===== config.mk =====
export PLATFORM = sky130hd
export DESIGN_NAME = mem_port_arbiter
export DESIGN_NICKNAME = d
export VERILOG_FILES = /design/src/rtl/mem_port_arbiter.sv
export SDC_FILE = /design/constraint.sdc
export NUM_CORES = 1
export LEC_CHECK = 0
export ABC_AREA = 1
export CAP_MARGIN = 20
export CORE_AREA = 5 5 132 134
export CTS_CLUSTER_DIAMETER = 60
export DETAILED_ROUTE_END_ITERATION = 10
export DIE_AREA = 0 0 137 139
export PLACE_DENSITY = 0.8
export SYNTH_ARGS = -nofsm -noshare
export SYNTH_HDL_FRONTEND = slang
export SYNTH_SLANG_ARGS = --single-unit

===== constraint.sdc =====
create_clock -name clk -period 2.2 [get_ports clk]
set_input_delay 0.44 -clock clk [delete_from_list [all_inputs] [get_ports clk]]
set_output_delay 0.44 -clock clk [all_outputs]
set_load 0.05 [all_outputs]

===== src/rtl/mem_port_arbiter.sv =====
// Shares one memory port between instruction fetch and load/store.
// One transaction at a time, alternating grants, watchdog-terminated.
module mem_port_arbiter #(
    parameter int ADDR_W  = 32,
    parameter int DATA_W  = 32,
    parameter int TIMEOUT = 15
) (
    input  logic                clk,
    input  logic                reset,
    input  logic                i_req,
    input  logic [ADDR_W-1:0]   i_addr,
    output logic                i_done,
    output logic [DATA_W-1:0]   i_rdata,
    input  logic                d_req,
    input  logic                d_we,
    input  logic [DATA_W/8-1:0] d_be,
    input  logic [ADDR_W-1:0]   d_addr,
    input  logic [DATA_W-1:0]   d_wdata,
    output logic                d_done,
    output logic [DATA_W-1:0]   d_rdata,
    output logic                err,
    output logic                mem_req,
    output logic                mem_we,
    output logic [DATA_W/8-1:0] mem_be,
    output logic [ADDR_W-1:0]   mem_addr,
    output logic [DATA_W-1:0]   mem_wdata,
    input  logic                mem_ready,
    input  logic [DATA_W-1:0]   mem_rdata
);

    localparam int BE_W = DATA_W / 8;
    localparam logic [7:0] WDOG_MAX = 8'(TIMEOUT);

    typedef enum logic [1:0] {
        IDLE = 2'd0,
        BUSY = 2'd1,
        RESP = 2'd2
    } state_t;

    // owner / last_gnt encoding: 1 = load/store, 0 = fetch
    state_t              state_q, state_d;
    logic                owner_q, owner_d;
    logic                last_gnt_q, last_gnt_d;
    logic [7:0]          wdog_q, wdog_d;
    logic                mem_req_q, mem_req_d;
    logic                mem_we_q, mem_we_d;
    logic [BE_W-1:0]     mem_be_q, mem_be_d;
    logic [ADDR_W-1:0]   mem_addr_q, mem_addr_d;
    logic [DATA_W-1:0]   mem_wdata_q, mem_wdata_d;
    logic                i_done_q, i_done_d;
    logic                d_done_q, d_done_d;
    logic                err_q, err_d;
    logic [DATA_W-1:0]   i_rdata_q, i_rdata_d;
    logic [DATA_W-1:0]   d_rdata_q, d_rdata_d;
    logic                gnt_data;
    logic [7:0]          wdog_inc;

    // Tie goes to whoever was not served last.
    always_comb begin
        gnt_data = d_req && (!i_req || !last_gnt_q);
        wdog_inc = (wdog_q == 8'hFF) ? wdog_q : wdog_q + 8'd1;
    end

    // Next-state and registered-output logic.
    always_comb begin
        state_d     = state_q;
        owner_d     = owner_q;
        last_gnt_d  = last_gnt_q;
        wdog_d      = wdog_q;
        mem_req_d   = mem_req_q;
        mem_we_d    = mem_we_q;
        mem_be_d    = mem_be_q;
        mem_addr_d  = mem_addr_q;
        mem_wdata_d = mem_wdata_q;
        i_done_d    = 1'b0;
        d_done_d    = 1'b0;
        err_d       = 1'b0;
        i_rdata_d   = i_rdata_q;
        d_rdata_d   = d_rdata_q;
        unique case (state_q)
            IDLE: begin
                if (i_req || d_req) begin
                    owner_d   = gnt_data;
                    mem_req_d = 1'b1;
                    wdog_d    = 8'd0;
                    state_d   = BUSY;
                    if (gnt_data) begin
                        mem_we_d    = d_we;
                        mem_be_d    = d_be;
                        mem_addr_d  = d_addr;
                        mem_wdata_d = d_wdata;
                    end else begin
                        mem_we_d    = 1'b0;
                        mem_be_d    = '1;
                        mem_addr_d  = i_addr;
                        mem_wdata_d = '0;
                    end
                end
            end
            BUSY: begin
                if (mem_ready) begin
                    mem_req_d = 1'b0;
                    state_d   = RESP;
                    if (owner_q) begin
                        d_rdata_d = mem_rdata;
                        d_done_d  = 1'b1;
                    end else begin
                        i_rdata_d = mem_rdata;
                        i_done_d  = 1'b1;
                    end
                end else begin
                    wdog_d = wdog_inc;
                    if (wdog_inc >= WDOG_MAX) begin
                        mem_req_d = 1'b0;
                        err_d     = 1'b1;
                        state_d   = RESP;
                        if (owner_q) begin
                            d_rdata_d = '0;
                            d_done_d  = 1'b1;
                        end else begin
                            i_rdata_d = '0;
                            i_done_d  = 1'b1;
                        end
                    end
                end
            end
            RESP: begin
                last_gnt_d = owner_q;
                state_d    = IDLE;
            end
            default: begin
                state_d   = IDLE;
                mem_req_d = 1'b0;
            end
        endcase
    end

    // State and output registers, cleared asynchronously.
    always_ff @(posedge clk or negedge reset) begin
        if (!reset) begin
            state_q     <= IDLE;
            owner_q     <= 1'b0;
            last_gnt_q  <= 1'b0;
            wdog_q      <= 8'd0;
            mem_req_q   <= 1'b0;
            mem_we_q    <= 1'b0;
            mem_be_q    <= '0;
            mem_addr_q  <= '0;
            mem_wdata_q <= '0;
            i_done_q    <= 1'b0;
            d_done_q    <= 1'b0;
            err_q       <= 1'b0;
            i_rdata_q   <= '0;
            d_rdata_q   <= '0;
        end else begin
            state_q     <= state_d;
            owner_q     <= owner_d;
            last_gnt_q  <= last_gnt_d;
            wdog_q      <= wdog_d;
            mem_req_q   <= mem_req_d;
            mem_we_q    <= mem_we_d;
            mem_be_q    <= mem_be_d;
            mem_addr_q  <= mem_addr_d;
            mem_wdata_q <= mem_wdata_d;
            i_done_q    <= i_done_d;
            d_done_q    <= d_done_d;
            err_q       <= err_d;
            i_rdata_q   <= i_rdata_d;
            d_rdata_q   <= d_rdata_d;
        end
    end

    assign i_done    = i_done_q;
    assign i_rdata   = i_rdata_q;
    assign d_done    = d_done_q;
    assign d_rdata   = d_rdata_q;
    assign err       = err_q;
    assign mem_req   = mem_req_q;
    assign mem_we    = mem_we_q;
    assign mem_be    = mem_be_q;
    assign mem_addr  = mem_addr_q;
    assign mem_wdata = mem_wdata_q;

endmodule


Word-level counts from Yosys, hierarchy flattened

Cells that the tools add are included.
W data, S select, Z words.

Register bits: 149
Bits of input ports: 138
Output and inout bits: 137
Logic and storage cells: 73

Add/sub/neg operators: 1
Order comparisons: 1
Eq/ne operators: 6
Mux-type cells: 35
Bitwise operators: 2
Reduce and logical (&&, ||, !) cells: 14

Operators with widths:

| kind                  | count |
|---|---|
| $mux W32              | 10 |
| $mux W8               | 3 |
| $pmux W8 S2           | 1 |
| $mux W1               | 15 |
| $reduce_and A3 Y1     | 4 |
| $add A8 B1 Y8 const B | 1 |
| $eq A8 B8 Y1 const B  | 1 |
| $ge A8 B4 Y1 const B  | 1 |
| $mux W2               | 3 |
| $mux W4               | 1 |
| $ne A2 B2 Y1 const B  | 2 |
| $pmux W2 S2           | 1 |
| $reduce_and A2 Y1     | 2 |
| $reduce_bool A2 Y1    | 2 |
| $ne A3 B3 Y1 const B  | 1 |
| $pmux W1 S3           | 1 |
| $eq A2 B1 Y1 const B  | 1 |
| $eq A2 B2 Y1 const B  | 1 |
| $logic_not A1 Y1      | 2 |
| $logic_not A2 Y1      | 1 |
| $logic_or A1 B1 Y1    | 2 |
| $not A1 Y1            | 2 |
| $logic_and A1 B1 Y1   | 1 |

Longest topological paths before layout

Word-level depth: 6
Gate-level depth with buffers: 13
Depth with buffers taken out: 12

Worst setup path after synthesis

Ideal clock, no wire load.

Path kind: flip-flop to flip-flop
Start point: register wdog_q[1]
End point: register i_rdata_q[10] (netlist: i_rdata[10])
Setup time: 119 ps
Arrival: 1,693 ps
Data required time: 2,081 ps
Slack: 389 ps
Cell stages (with the launch flop): 14
Path buffers: 1
Clock period less this slack: 1,811 ps
Cell sequence: dfrtp_1 -> ha_1 -> nand2_2 -> nor2_4 -> nand2_4 -> nand2_1 -> nand2_1 -> nor2_1 -> nand2_1 -> nand3_2 -> nand3_4 -> buf_6 -> nand2_2 -> nand2_1

Longest elaborated chain between the ends: 5
Elaborated cells between the ends (all ways): 6
Those cells by class: add/sub (1); order compare (1); eq/ne (1); mux (1); reduce/logical (2)

RTL lines:

| item                                          | RTL line | text |
|---|---|---|
| from (decl)                                   | 44       | `logic [7:0] wdog_q, wdog_d;` |
| from (signal assigned)                        | 159      | `wdog_q <= wdog_d;` |
| $add A8 B1 Y8 or $eq A8 B8 Y1 (tied branches) | 61       | `wdog_inc = (wdog_q == 8'hFF) ? wdog_q : wdog_q + 8'd1;` |
| $mux W8 *                                     | 61       |  |
| $ge A8 B4 Y1 *                                | 113      | `if (wdog_inc >= WDOG_MAX) begin` |
| $reduce_bool A2 Y1 (no line) *                | n/a      |  |
| $reduce_and A3 Y1 (no line) *                 | n/a      |  |
| to (signal assigned)                          | 168      | `i_rdata_q <= i_rdata_d;` |
| to (decl)                                     | 53       | `logic [DATA_W-1:0] i_rdata_q, i_rdata_d;` |

Every way passes the cells marked *; elsewhere a longest branch is shown, timed or not.
A chain may end at the register's enable or synchronous reset.

Worst setup path after layout

Start point: register mem_addr_q[25] (netlist: mem_addr[25])
End point: output mem_addr[25]

RTL lines:

| item                   | RTL line | text |
|---|---|---|
| from (decl)            | 48       | `logic [ADDR_W-1:0] mem_addr_q, mem_addr_d;` |
| from (signal assigned) | 163      | `mem_addr_q <= mem_addr_d;` |
| to (decl)              | 25       | `output logic [ADDR_W-1:0] mem_addr,` |

No word-level cell between the ends.

==> impl_metrics.yaml <==
status:
  outcome: "finished clean"
floorplanning:
  die_w_um: 137
  initial_core_util_pct: 38.95
  num_rows: 47
  die_h_um: 139
  die_area_um2: 19040
  ios: 275
  core_um2: 16170
layout:
  multi_input_area_um2: 2291
  register_area_um2: 3730
  drive_gt1_share_pct: 10.32
  area_growth_syn_to_layout_pct: 56.85
  nNetsFinal: 1056
  utilization_pct: 61.09
  final.fill_count: 1351
  antennaDiodeCount: 0
global_routing:
  track_usage_pct: 21.04
  groute.layer.met2.usage_pct: 35.63
  grt_pass1_wl_mm: 31.70
  grt_max_degree: 65
  grt-ovfl-total: 0
  busiest_layer: "met2"
  antenna_found_initial: 0
  grt_use_met3_pct: 6.277
  grt_pass1_vias: 5887
  grt_util_met1_pct: 25.65
drt:
  firstDrtPassIters: 4
  totalWireLength_mm: 19.84
  vias: 5740
  via_per_inst: 4.991
  remaining_drc_errors: 0
  ant_nets: 0
  drtIter0Drc: 361
  routedWlPerCell_um: 17.25
clocking:
  clk_pin_slew_ns: 0.06
  cts_tree: "built"
  cts_inserted_buffers: 17
  clk_latency_ns: 0.42
  h-tree-depth: 4
  cts_buffer_depth: 2
  numClockSinks: 149
  cts-root-buf: "clkbuf_16"
logic_synthesis:
  async_flop_share_pct: 100.0
  synth_area_leaders: "dfrtp_1 (59%), nand2_1 (9.6%), nand4_1 (6.6%)"
  yosys.area.top_type: "dfrtp_1"
  synth_cell_types: 30
  synth_common_cells: "nand2_1 (161), dfrtp_1 (149), o21ai_0 (69)"
  synthCells: 653
  synth_edf_count: 0
  yosys_register_bits: 149
  syn_area_um2: 6299
  ys.flop_type: "dfrtp_1"
  syn-mean-instance-area_um2: 9.646
  seq_area_frac_synth_pct: 59.20
  syn_nets: 792
  synth.most_common_cell: "nand2_1"
  synth_top_area_share_pct: 59.20
  ys_warn_count: 0
worst_setup_path:
  startpoint_type: "register"
  critPathRequiredTime_ns: 1.76
  cpMaxStageDelayCell: "clkdlybuf4s50_1"
  cp-end-kind: "primary output"
  crit_family: "buffers and inverters"
  criticalPathCategory: "reg -> out"
  reg2regPathDepth: 13
  crit_chain: "clkdlybuf4s50_1"
  max_stage_delay_ns: 0.83
  worst_ep_arrival_time_ns: 1.63
  path_buf_inv: 1
  r2r_setup_slack_ns: 0.20
  reg2reg_to: "d_rdata[30]$_DFFE_PN0P_"
  reg2reg_from: "wdog_q[1]$_DFFE_PN0P_"
  crit_fanout: 2
  worstSetupPathDepth: 1
sta:
  min_period_over_period_pct: 93.95
  clock_skew_ns: 0.009112
  hold_viol: 0
  period_needed_ns: 2.067
  slew_headroom_pct: 45.10
  setup_tns_ns: 0
  rsz0062_at_grt: "no"
  slew_violations: 0
  fmax_mhz: 483.8
  tightest_slew_ns: 0.8226
  setup_viol: 0
power:
  power.density_nw_per_um2: 1746
  ir_worst_vdd_mv: 0.9903
  leakage_nw: 4.442
hold_path:
  holdPathEnd: "state_q[0]$_DFFE_PN0P_"
  hold_depth: 4
  hold_path_class: "in -> reg"
  hp-start: "mem_ready"
placement:
  place_congestion: 0.8093
  portBuffers: 274
  dp_hpwl_mm: 14.23
run:
  maxCapViolations: 0
-- registers in the layout, summed over array words and instances, names as in the netlist --
register	count
d_done	1
d_rdata	32
err	1
i_done	1
i_rdata	32
last_gnt_q	1
mem_addr	32
mem_be	4
mem_req	1
mem_wdata	32
mem_we	1
owner_q	1
state_q	2
wdog_q	8
-- cell type report --
cell class,count,area share (%)
repair buffers,293,30.08
flip-flops and latches,149,37.75
clock buffers,20,4.623
multi-input cells,436,23.19
well taps,220,2.786
inverters,20,0.7599
clock inverters,12,0.8105
-- per-layer routing --
layer / vias up / routed length [µm] / part of all wire (%)
met5: - / 0 / 0
li1: 2763 / - / -
met2: 197 / 10110 / 51
met3: 30 / 1444 / 7.3
met4: 0 / 445 / 2.2
met1: 2750 / 7845 / 40
-- stage by stage --
stage	instance area (µm²)	hold WS [ns]	cells	setup WS [ns]	total power [mW]
after floorplan	6299	0.1444	653	0.3886	11.01
after global placement	9329	0.3197	1117	0.1051	14.54
after detailed placement	9329	0.3217	1117	0.01261	14.68
after CTS	9876	0.3811	1150	0.1030	17.37
after global routing	9879	0.4329	1150	0.03484	18.12
final	9879	0.3927	1150	0.1331	17.25
-- where the power goes --
part	switching, mW	internal (mW)	total, mW
combinational	6.66	3.20	9.86
sequential	0.764	3.99	4.75
clock	1.14	1.50	2.64
-- kinds of logic after synthesis --
group / Yosys count / share of synthesized area (%)
AOI/OAI and AO/OA: 119 / 11.92
xor gates and xnor gates: 1 / 0.1391
adders and majority gates: 1 / 0.1986
buffers and inverters: 68 / 4.807
DFF: 149 / 59.20
and+or+nand+nor: 315 / 23.74
-- worst max path at each step --
stage / start / to
final: mem_addr[25]$_DFFE_PN0P_ / mem_addr[25]
after global routing: wdog_q[1]$_DFFE_PN0P_ / d_rdata[30]$_DFFE_PN0P_
after detailed placement: d_req / mem_addr[0]$_DFFE_PN0P_
after floorplan: wdog_q[1]$_DFFE_PN0P_ / i_rdata[10]$_DFFE_PN0P_
after CTS: mem_addr[28]$_DFFE_PN0P_ / mem_addr[28]
after global placement: i_req / mem_addr[9]$_DFFE_PN0P_
-- placed cells by master, fill, tap and decap left out, types with 2 or more instances in the layout --
| cell | count |
|---|---|
| nand3_1 | 7 |
| nand4_1 | 66 |
| buf_12 | 7 |
| clkinv_2 | 6 |
| clkinvlp_4 | 2 |
| nand2_1 | 161 |
| o22ai_1 | 4 |
| nor2_4 | 3 |
| buf_4 | 11 |
| dfrtp_1 | 148 |
| nand3_4 | 2 |
| nor2_1 | 40 |
| clkdlybuf4s50_1 | 272 |
| clkinv_4 | 3 |
| o21ai_0 | 69 |
| a21oi_1 | 3 |
| clkbuf_16 | 17 |
| nand2_2 | 30 |
| o22a_1 | 4 |
| clkbuf_8 | 2 |
| a22o_1 | 33 |
| inv_1 | 19 |
| nor2_2 | 3 |
-- what timing repair did --
| item | in CTS | in global routing |
|---|---|---|
| hold buffers | 1 | 0 |
| gates resized for setup | 0 | 2 |
| setup buffers | 0 | 0 |
| endpoints found under the setup margin | 0 | 64 |
| hold endpoints to repair | 22 | 0 |
No activity file was read; power rests on OpenSTA's default activity.
